File: src/rtl/wddl_pkg.sv
// Shared types and rail codes for the WDDL
// dual-rail exit decoder.
package wddl_pkg;

  typedef enum logic {
    SPACER_WAIT = 1'b0,
    EVAL_WAIT   = 1'b1
  } state_e;

  localparam logic [1:0] SPACER  = 2'b00;
  localparam logic [1:0] ILLEGAL = 2'b11;

endpackage

File: src/rtl/wddl_word_classify.sv
// Per-bit dual-rail classification reduced
// to word-level completion flags.
module wddl_word_classify
  import wddl_pkg::*;
#(
  parameter int WORD = 32
) (
  input  logic [WORD-1:0] t_i,
  input  logic [WORD-1:0] f_i,
  output logic            all_spacer_o,
  output logic            all_valid_o,
  output logic            any_illegal_o,
  output logic            any_active_o
);

  logic [1:0] code;

  // Fold every rail pair into the four word flags
  always_comb begin
    all_spacer_o  = 1'b1;
    all_valid_o   = 1'b1;
    any_illegal_o = 1'b0;
    any_active_o  = 1'b0;
    code          = SPACER;
    for (int i = 0; i < WORD; i++) begin
      code = {t_i[i], f_i[i]};
      if (code != SPACER) begin
        all_spacer_o = 1'b0;
        any_active_o = 1'b1;
      end
      if (code == SPACER || code == ILLEGAL)
        all_valid_o = 1'b0;
      if (code == ILLEGAL)
        any_illegal_o = 1'b1;
    end
  end

endmodule

File: src/rtl/wddl_word_decoder.sv
// WDDL dual-rail to single-rail exit decoder
// with completion FSM and one-entry buffer.
module wddl_word_decoder
  import wddl_pkg::*;
#(
  parameter int WORD    = 32,
  parameter int TIMEOUT = 15,
  parameter int CNT_W   = 4
) (
  input  logic            clk,
  input  logic            rst_n,
  input  logic [WORD-1:0] In_T,
  input  logic [WORD-1:0] In_F,
  output logic [WORD-1:0] Out,
  output logic            out_valid,
  input  logic            out_ready,
  output logic            err_illegal,
  output logic            err_timeout,
  output logic            err_overrun,
  input  logic            err_clr
);

  logic [WORD-1:0]  t_q, f_q;
  logic [WORD-1:0]  out_q, out_d;
  logic             vld_q, vld_d;
  state_e           state_q, state_d;
  logic [CNT_W-1:0] cnt_q, cnt_d;
  logic [2:0]       err_q, err_d;
  logic             spc, vld, ill, act;
  logic             cap, to_ev, ovr_ev;

  wddl_word_classify #(
    .WORD(WORD)
  ) u_cls (
    .t_i          (t_q),
    .f_i          (f_q),
    .all_spacer_o (spc),
    .all_valid_o  (vld),
    .any_illegal_o(ill),
    .any_active_o (act)
  );

  // Completion FSM, output buffer and sticky flags
  always_comb begin
    state_d = state_q;
    cnt_d   = cnt_q;
    cap     = 1'b0;
    to_ev   = 1'b0;
    if (ill) begin
      state_d = SPACER_WAIT;
      cnt_d   = '0;
    end else begin
      unique case (state_q)
        SPACER_WAIT: begin
          if (spc) begin
            state_d = EVAL_WAIT;
            cnt_d   = '0;
          end
        end
        EVAL_WAIT: begin
          if (vld) begin
            cap     = 1'b1;
            state_d = SPACER_WAIT;
            cnt_d   = '0;
          end else if (act) begin
            if (cnt_q == CNT_W'(TIMEOUT - 1)) begin
              to_ev   = 1'b1;
              state_d = SPACER_WAIT;
              cnt_d   = '0;
            end else begin
              cnt_d = cnt_q + CNT_W'(1);
            end
          end else begin
            cnt_d = '0;
          end
        end
        default: state_d = SPACER_WAIT;
      endcase
    end
    ovr_ev = cap & vld_q & ~out_ready;
    out_d  = out_q;
    vld_d  = vld_q & ~out_ready;
    if (cap && (!vld_q || out_ready)) begin
      out_d = t_q;
      vld_d = 1'b1;
    end
    err_d = (err_q & {3{~err_clr}})
          | {ill, to_ev, ovr_ev};
  end

  // State, input samples and buffer registers
  always_ff @(posedge clk or negedge rst_n) begin
    if (!rst_n) begin
      t_q     <= '0;
      f_q     <= '0;
      state_q <= SPACER_WAIT;
      cnt_q   <= '0;
      out_q   <= '0;
      vld_q   <= 1'b0;
      err_q   <= '0;
    end else begin
      t_q     <= In_T;
      f_q     <= In_F;
      state_q <= state_d;
      cnt_q   <= cnt_d;
      out_q   <= out_d;
      vld_q   <= vld_d;
      err_q   <= err_d;
    end
  end

  assign Out         = out_q;
  assign out_valid   = vld_q;
  assign err_illegal = err_q[2];
  assign err_timeout = err_q[1];
  assign err_overrun = err_q[0];

endmodule

File: config.mk
export PLATFORM = sky130hd
export DESIGN_NAME = wddl_word_decoder
export DESIGN_NICKNAME = d
export VERILOG_FILES = /design/src/rtl/wddl_pkg.sv /design/src/rtl/wddl_word_classify.sv /design/src/rtl/wddl_word_decoder.sv
export SDC_FILE = /design/constraint.sdc
export NUM_CORES = 1
export LEC_CHECK = 0
export CAP_MARGIN = 30
export CELL_PAD_IN_SITES_DETAIL_PLACEMENT = 0
export CELL_PAD_IN_SITES_GLOBAL_PLACEMENT = 2
export CORE_ASPECT_RATIO = 0.75
export CORE_MARGIN = 2
export CORE_UTILIZATION = 34
export DETAILED_ROUTE_END_ITERATION = 8
export GPL_ROUTABILITY_DRIVEN = 1
export PLACE_DENSITY = 0.79
export SYNTH_ARGS = -nofsm -noshare
export SYNTH_HDL_FRONTEND = slang
export SYNTH_HIERARCHICAL = 1
export SYNTH_SLANG_ARGS = --single-unit
File: constraint.sdc
create_clock -name clk -period 3.05 [get_ports clk]
set_clock_uncertainty 0.1 [all_clocks]
set_input_delay 0.4575 -clock clk [delete_from_list [all_inputs] [get_ports clk]]
set_output_delay 0.4575 -clock clk [all_outputs]
set_load 0.01 [all_outputs]
Word level (Yosys, flattened, before mapping)
Index checks and enable logic that the tools add are counted.
- bits in registers: 105
- latch bits: 0
- RAM bits: 0
- memory bits (read-only): 0
- input port bits: 68
- output and inout port bits: 36
- logic and storage cells: 298
- memories: 0
- add/subtract/negate cells: 1
- $mul: 0
- divide/modulo/power cells: 0
- order comparisons: 0
- equality and inequality tests: 34
- shifts and indexed selects: 0
- muxes and demuxes: 149
- bitwise gates (word level): 8
- reduce and logical (&&, ||, !) cells: 99
- operators by type and width (kind ; count):
    $mux 1 ; 142
    $eq 2x2->1 const B ; 32
    $logic_not 2->1 ; 32
    $reduce_bool 2->1 ; 32
    $logic_or 1x1->1 ; 33
    $mux 4 ; 5
    $pmux 4 s2 ; 1
    $add 4x1->4 const B ; 1
    $eq 4x4->1 const B ; 1
    $and 1x1->1 ; 3
    $and 3x3->3 ; 1
    $ne 3x3->1 const B ; 1
    $not 1->1 ; 3
    $or 3x3->3 ; 1
    $pmux 1 s2 ; 1
    $logic_and 1x1->1 ; 1
    $logic_not 1->1 ; 1

Depth between registers and ports, before layout
Gate-level depths: netlist of run 1.
- depth in word-level cells: 40
- gate-level depth with buffers: 10
- gate-level depth less buffers: 8

By module
The synthesis of run 1 kept the hierarchy.
- modules (own cells, without submodules) (module ; times used ; cells each ; area an instance (um^2) ; sequential area each (um^2)):
    wddl_word_decoder ; 1 ; 173 ; 3398.3 ; 2627.5
    wddl_word_classify ; 1 ; 162 ; 1251.2 ; 0.0

Worst setup path before layout of run 1
Ideal clock, no wire load.
- kind: reg2reg
- from: reg t_q[21]
- to: reg out_q[10] (netlist: Out[10])
- library setup time: 125 ps
- arrival time: 2253 ps
- required time: 2825 ps
- path slack: 572 ps
- cell stages (with the launch flop): 11
- path buffers: 2
- clock period less this slack: 2478 ps
- cell sequence: dfrtp_1 -> inv_1 -> ha_1 -> nand4_1 -> or4_1 -> nor2_1 -> nand3b_4 -> nor2b_2 -> buf_6 -> buf_12 -> mux2_4
- longest elaborated chain between the ends: 17
- elaborated cells between the ends (all ways): 29
- classes of those cells: 1 x eq/ne; 25 x mux; 3 x reduce/logical
- RTL lines (element ; line ; source):
    from (decl) ; wddl_word_decoder.sv:23 ; logic [WORD-1:0] t_q, f_q;
    from (signal assigned) ; wddl_word_decoder.sv:102 ; t_q <= In_T;
    $eq 2x2->1 or $logic_not 2->1 (tied branches) ; wddl_word_classify.sv:31 ; if (code == SPACER || code == ILLEGAL)
    $logic_or 1x1->1 * ; wddl_word_classify.sv:31 ;
    $mux 1 * (11 in series) ; wddl_word_classify.sv:31 ;
    net vld ; wddl_word_decoder.sv:29 ; logic spc, vld, ill, act;
    $mux 1 * ; wddl_word_decoder.sv:61 ; if (vld) begin
    $mux 1 * ; wddl_word_decoder.sv:53 ; unique case (state_q)
    $mux 1 * ; wddl_word_decoder.sv:49 ; if (ill) begin
    $logic_and 1x1->1 * ; wddl_word_decoder.sv:83 ; if (cap && (!vld_q || out_ready)) begin
    to (signal assigned) ; wddl_word_decoder.sv:106 ; out_q <= out_d;
    to (decl) ; wddl_word_decoder.sv:24 ; logic [WORD-1:0] out_q, out_d;
The timed path passes the listed nets; every way through them passes the cells marked *.
A chain may end at the register's enable or synchronous reset.

Worst setup path after layout of run 1
- from: reg t_q[21]
- to: reg out_q[31] (netlist: Out[31])
The elaborated chain is that of the path after synthesis.

==> metrics.txt, run 1 <==
CTS H-tree depth 3; Clock Sinks 105; #FFs+latches synth between 100 and 150; CTS max path bufs 2; Die Span Y 105 um; final setup fails 0; antenna violations before repair 0; post-layout util 0.467; placed cell areas 5880 sq um; Row Count 36; DR iter-0 viols 117; worst vdd ir 264 uV; CTS root buffer clkbuf_16; prevailing post-synth register cell dfrtp_1; setup_tns 0 ns; status complete, no violations; CP peak stage delay 0.57 ns; PostCTS Resize Cnt 0; Max Freq 349 MHz; Slowest cell on crit path or4_1; port bufs 103; final hold slack about 0.063 ns; Final Power about 2.7 mW; share of cells above drive strength 1 0.121; Mapped Nets 469; Hold Violations, Final 0; Clk pin slew, worst setup/hold paths about 0.060 ns; final max-slew violation count 0; RSZ-0062 raised after global routing no; postcts setup bufs 0; syn avg cell area 13.9 sq um; crit path cell chain inv_1 -> ha_1 -> nand4_1 -> or4_1 -> nor2_1 -> nand3b_4 -> nor2b_4 -> buf_12 -> mux2_2; critical path capture point type register; GPL Wtd Cong roughly 0.8; Synth Warn # 6; Cell variety after synth 29; largest net degree at the start of global routing 53; R2R Path End Out[31]; Inst Count DP 609; startpoint types register; Final min period 2.87 ns; crit-path max FO 25; Clock Latency Late Sink 0.34 ns; Vias approximately 2700; Reg2Reg Setup Slack 0.18 ns; final setup margin 0.184 ns; total track usage 0.142; number of synthesized flops with an enable pin 0; relative slew slack 0.534; pwr/cell area 444 nW/um^2; TritonRoute pass-1 iters 4; Synth-to-Final Area Change 32.2%; pre-CTS setup slack 0.227 ns; TritonCTS clock tree yes; Final Instance Area 6140 sq um; Hold WC Path Type in -> async; Reg-to-Reg Start t_q[21]; Initial Utilization 0.354; first-pass GRT wire length 16000 um; io pins 104; via-per-instance ratio ~4.4; Lkg Pwr 3.03 nW; final WL slightly below 10000 um; Worst-Margin Slew 0.700 ns; DPL Wire Length 7470 um; Seq/Total Area, Yosys 0.565; Die X ~140 um; critical path data arrival time 2.99 ns; core region area 13200 sq um; period utilization 0.940; CP Class reg -> reg; Post-route DRC 0; total congestion overflow 0; vias in the first global route 2965; Post-Layout Cell Count about 620; Mapped Cells 335; Synth async-reset ratio 1.00; WL/cell 15.6 um; worst-case reg-to-reg path depth 9; Worst Setup SP t_q[21]; die area 14600 sq um; Num CTS Buffers 9; worst endpoint required time 3.18 ns; MaxCap Viol Count 0; Total Nets Final 583; Mapped Area 4650 sq um; Antenna diodes 0; Hold-fix buffers, CTS 0; Final ANT Viol Nets 0
-- cell usage after synthesis (2+ instances only) --
cell / n / area share
a31oi_1: 2 / 0.0027
nor4_1: 10 / 0.013
mux2_2: 2 / 0.0048
inv_1: 68 / 0.055
mux2i_1: 2 / 0.0043
nand4_1: 18 / 0.024
nor2_1: 2 / 0.0016
a21o_1: 2 / 0.0032
mux2_4: 30 / 0.097
o21ai_0: 2 / 0.0022
or4_1: 2 / 0.0032
buf_12: 3 / 0.013
nand2_1: 6 / 0.0048
ha_1: 66 / 0.18
nand3_1: 2 / 0.0022
dfrtp_1: 105 / 0.57
-- sequential cells by signal, summed over array words and instances (netlist names) --
signal	flops
Out	32
out_valid	1
err_q	3
t_q	32
cnt_q	4
state_q	1
f_q	32
-- cells by family (layout without fill, tap and decap cells) --
group                    count (synthesis)  after routing  synth area share
flip-flops                             105            105             0.565
buffers and inverters                   72            190            0.0702
adder cells (fa/ha/maj)                 66             66             0.178
AND/OR/NAND/NOR                         49             49            0.0681
multiplexers                            34             34             0.106
AO/OA/AOI/OAI                            9              9            0.0129
-- power breakdown --
part	internal, mW	total, mW	switching, mW
clock network	0.569	1.05	0.480
logic	0.117	0.206	0.0890
registers	1.44	1.47	0.0339
total	2.12	2.73	0.603
-- worst max-delay path by stage --
stage | end | slack, ns | depth (start not counted)
after floorplan | Out[10] | 0.57 | 10
after global placement | Out[31] | 0.25 | 9
after detailed placement | Out[0] | 0.23 | 9
after CTS | Out[31] | 0.21 | 9
after global routing | Out[31] | 0.10 | 9
final | Out[31] | 0.18 | 9
-- area by class of cell --
cell class	count	area [sq um]
fill	1186	7010
sequential	105	2630
multi-input combinational	158	1700
timing repair buffer	107	1080
inverter	68	255
clock buffer	12	246
tap	171	214
clock inverter	3	17.5
-- per-layer routing --
metal | part of all wire | track usage | routed length, um
met1 | 0.52 | 0.213 | 5010
met2 | 0.41 | 0.200 | 3950
met3 | 0.070 | 0.0454 | 682
met4 | 0.0089 | 0.0325 | 87
met5 | 0 | 0 | 0
-- critical path: cells and delay by family (launching register included) --
kind	cells	cell delay, ns
buffers and inverters	2	0.29
DFF	1	0.38
adders and majority gates	1	0.27
and+or+nand+nor	5	1.34
muxes	1	0.36
-- layout by cell type, fill, tap and decap left out, drive strengths merged, types with 3 or more instances in the layout --
cell,n
mux2,32
dfrtp,105
inv,68
nand2,6
nor4,10
clkbuf,12
nand4,18
o21ai,3
ha,66
clkdlybuf4s50,102
buf,5
No activity file was read; power rests on OpenSTA's default activity.
==> run 2: changes to the inputs <==
- CORE_MARGIN: 2 -> not set
- CTS_CLUSTER_DIAMETER: not set -> 40
==> run 2 against run 1 <==
Non-clock buffer count stayed put; critical endpoint is now Out[0]; largest cell class unchanged; first-iteration DRC count decreased by 28%; sequential cell count unchanged; via count down 1.5%.
==> metrics.txt, run 2 (synthesis gave the netlist of run 1 again) <==
status complete, no violations; via-per-instance ratio 4.32; crit-path max FO 25; # fillers 1196; WL/cell 15.1 um; Clk network pwr share 0.392; postcts setup bufs 0; vias in the first global route 2903; CTS max path bufs 2; Hold WC Path Type in -> async; Post-Layout Cell Count 625; pwr/cell area ~450 nW/um^2; largest net degree at the start of global routing 55; Initial Utilization 0.354; CTS root buffer clkbuf_16; final setup fails 0; Final min period about 2.8 ns; Hold Violations, Final 0; CP Class reg -> reg; CTS H-tree depth 3; first-pass GRT wire length between 15000 and 20000 um; post-layout util 0.467; Combinational Power Share 0.074; Row Count 36; relative slew slack 0.559; io pins approximately 100; worst-case reg-to-reg path depth 9; share of cells above drive strength 1 0.121; Synth-to-Final Area Change 32.1%; core region area 13200 sq um; Post-route DRC 0; Reg area 2630 sq um; final WL 9410 um; antenna violations before repair 0; Hold-fix buffers, CTS 0; Worst-Margin Slew 0.661 ns; critical path data arrival time between 2 and 3 ns; Int Pwr 2.13 mW; commonest non-fill, non-tap cell in the layout dfrtp_1; Sequential Power Share 0.534; PostCTS Resize Cnt 0; Max Freq 353 MHz; setup_tns 0 ns; Num CTS Buffers 9; total congestion overflow 0; worst endpoint required time ~3.2 ns; Sw Share 0.225; Reg2Reg Setup Slack 0.22 ns; pre-CTS setup slack ~0.23 ns; Die Span Y 103 um; R2R Path End Out[0]; Antenna diodes 0; metal2 WL 3850 um; Final Instance Area 6140 sq um; Total Nets Final 583; period utilization 0.929; RSZ-0062 raised after global routing no; top sig layer met4; Die X 137 um; Final ANT Viol Nets 0; Clk pin slew, worst setup/hold paths 0.07 ns; placed cell areas just under 6000 sq um; met3 wire len roughly 490 um; TritonCTS clock tree yes; Clock Latency Late Sink 0.34 ns; startpoint types register; die area about 14000 sq um; final setup margin 0.215 ns; Reg-to-Reg Start t_q[21]; Vias 2703; critical path capture point type register; Inst Count DP around 600; TritonRoute pass-1 iters 4; Lkg Pwr approximately 3.0 nW; P_sw 0.620 mW; Final Power 2.75 mW; most frequent cells in the layout dfrtp_1 (105), clkdlybuf4s50_1 (102), inv_1 (68); worst vdd ir 258 uV; final hold slack 0.0497 ns; final max-slew violation count 0; total track usage 0.147; Clock Sinks around 110; port bufs 103; multi-input logic area 1700 sq um; GPL Wtd Cong 0.745; DR iter-0 viols 84; met1 wire length between 5000 and 6000 um; DPL Wire Length 7250 um; MaxCap Viol Count 0
## run 2: changes by cell type in the layout (fill, tap and decap cells not counted)
cell	previous run	this run
buf_12	2	1
buf_4	3	4
clkbuf_1	2	3
clkinv_2	2	0
clkinv_4	0	1
inv_6	0	1
## run 2: worst max path at each step
stage / to / startpoint
final: Out[0] / t_q[21]
after global routing: Out[0] / t_q[30]
after detailed placement: Out[0] / t_q[21]
after CTS: Out[0] / t_q[21]
after global placement: Out[31] / t_q[21]
after floorplan: Out[10] / t_q[21]
## run 2: power by group through the flow
stage | clock (mW) | combinational (mW) | sequential, mW
2_1_floorplan | 0 | 0.0616 | 1.49
3_3_place_gp | 0 | 0.205 | 1.50
3_5_place_dp | 0 | 0.207 | 1.50
4_1_cts | 1.12 | 0.210 | 1.47
5_1_grt | 1.18 | 0.233 | 1.48
6_report | 1.08 | 0.203 | 1.47
## run 2: area by class of cell
cell class | instances | share of cell area
Timing Repair Buffer | 107 | 0.174
Inverter | 68 | 0.0415
Multi-Input combinational cell | 158 | 0.277
Clock inverter | 3 | 0.00407
Tap cell | 171 | 0.0348
Sequential cell | 105 | 0.428
Clock buffer | 13 | 0.0407
## run 2: critical path, cell delays in order (launching register included)
cell      delay (ns)
dfrtp_1         0.38
inv_1           0.06
ha_1            0.27
nand4_1         0.13
or4_1           0.55
nor2_1          0.33
nand3b_4        0.14
nor2b_4         0.16
buf_12          0.24
mux2_2          0.36
## run 2: per-layer routing
layer  track usage  vias to the layer above
li1              -                     1330
met1         0.219                     1298
met2         0.204                       69
met3        0.0419                        6
met4        0.0431                        0
met5             0                        -
==> run 3: changes to the inputs <==
- TNS_END_PERCENT: not set -> 10
==> results of run 3 <==
Same layout as run 2: the final DEF is identical, and so are final timing and power.
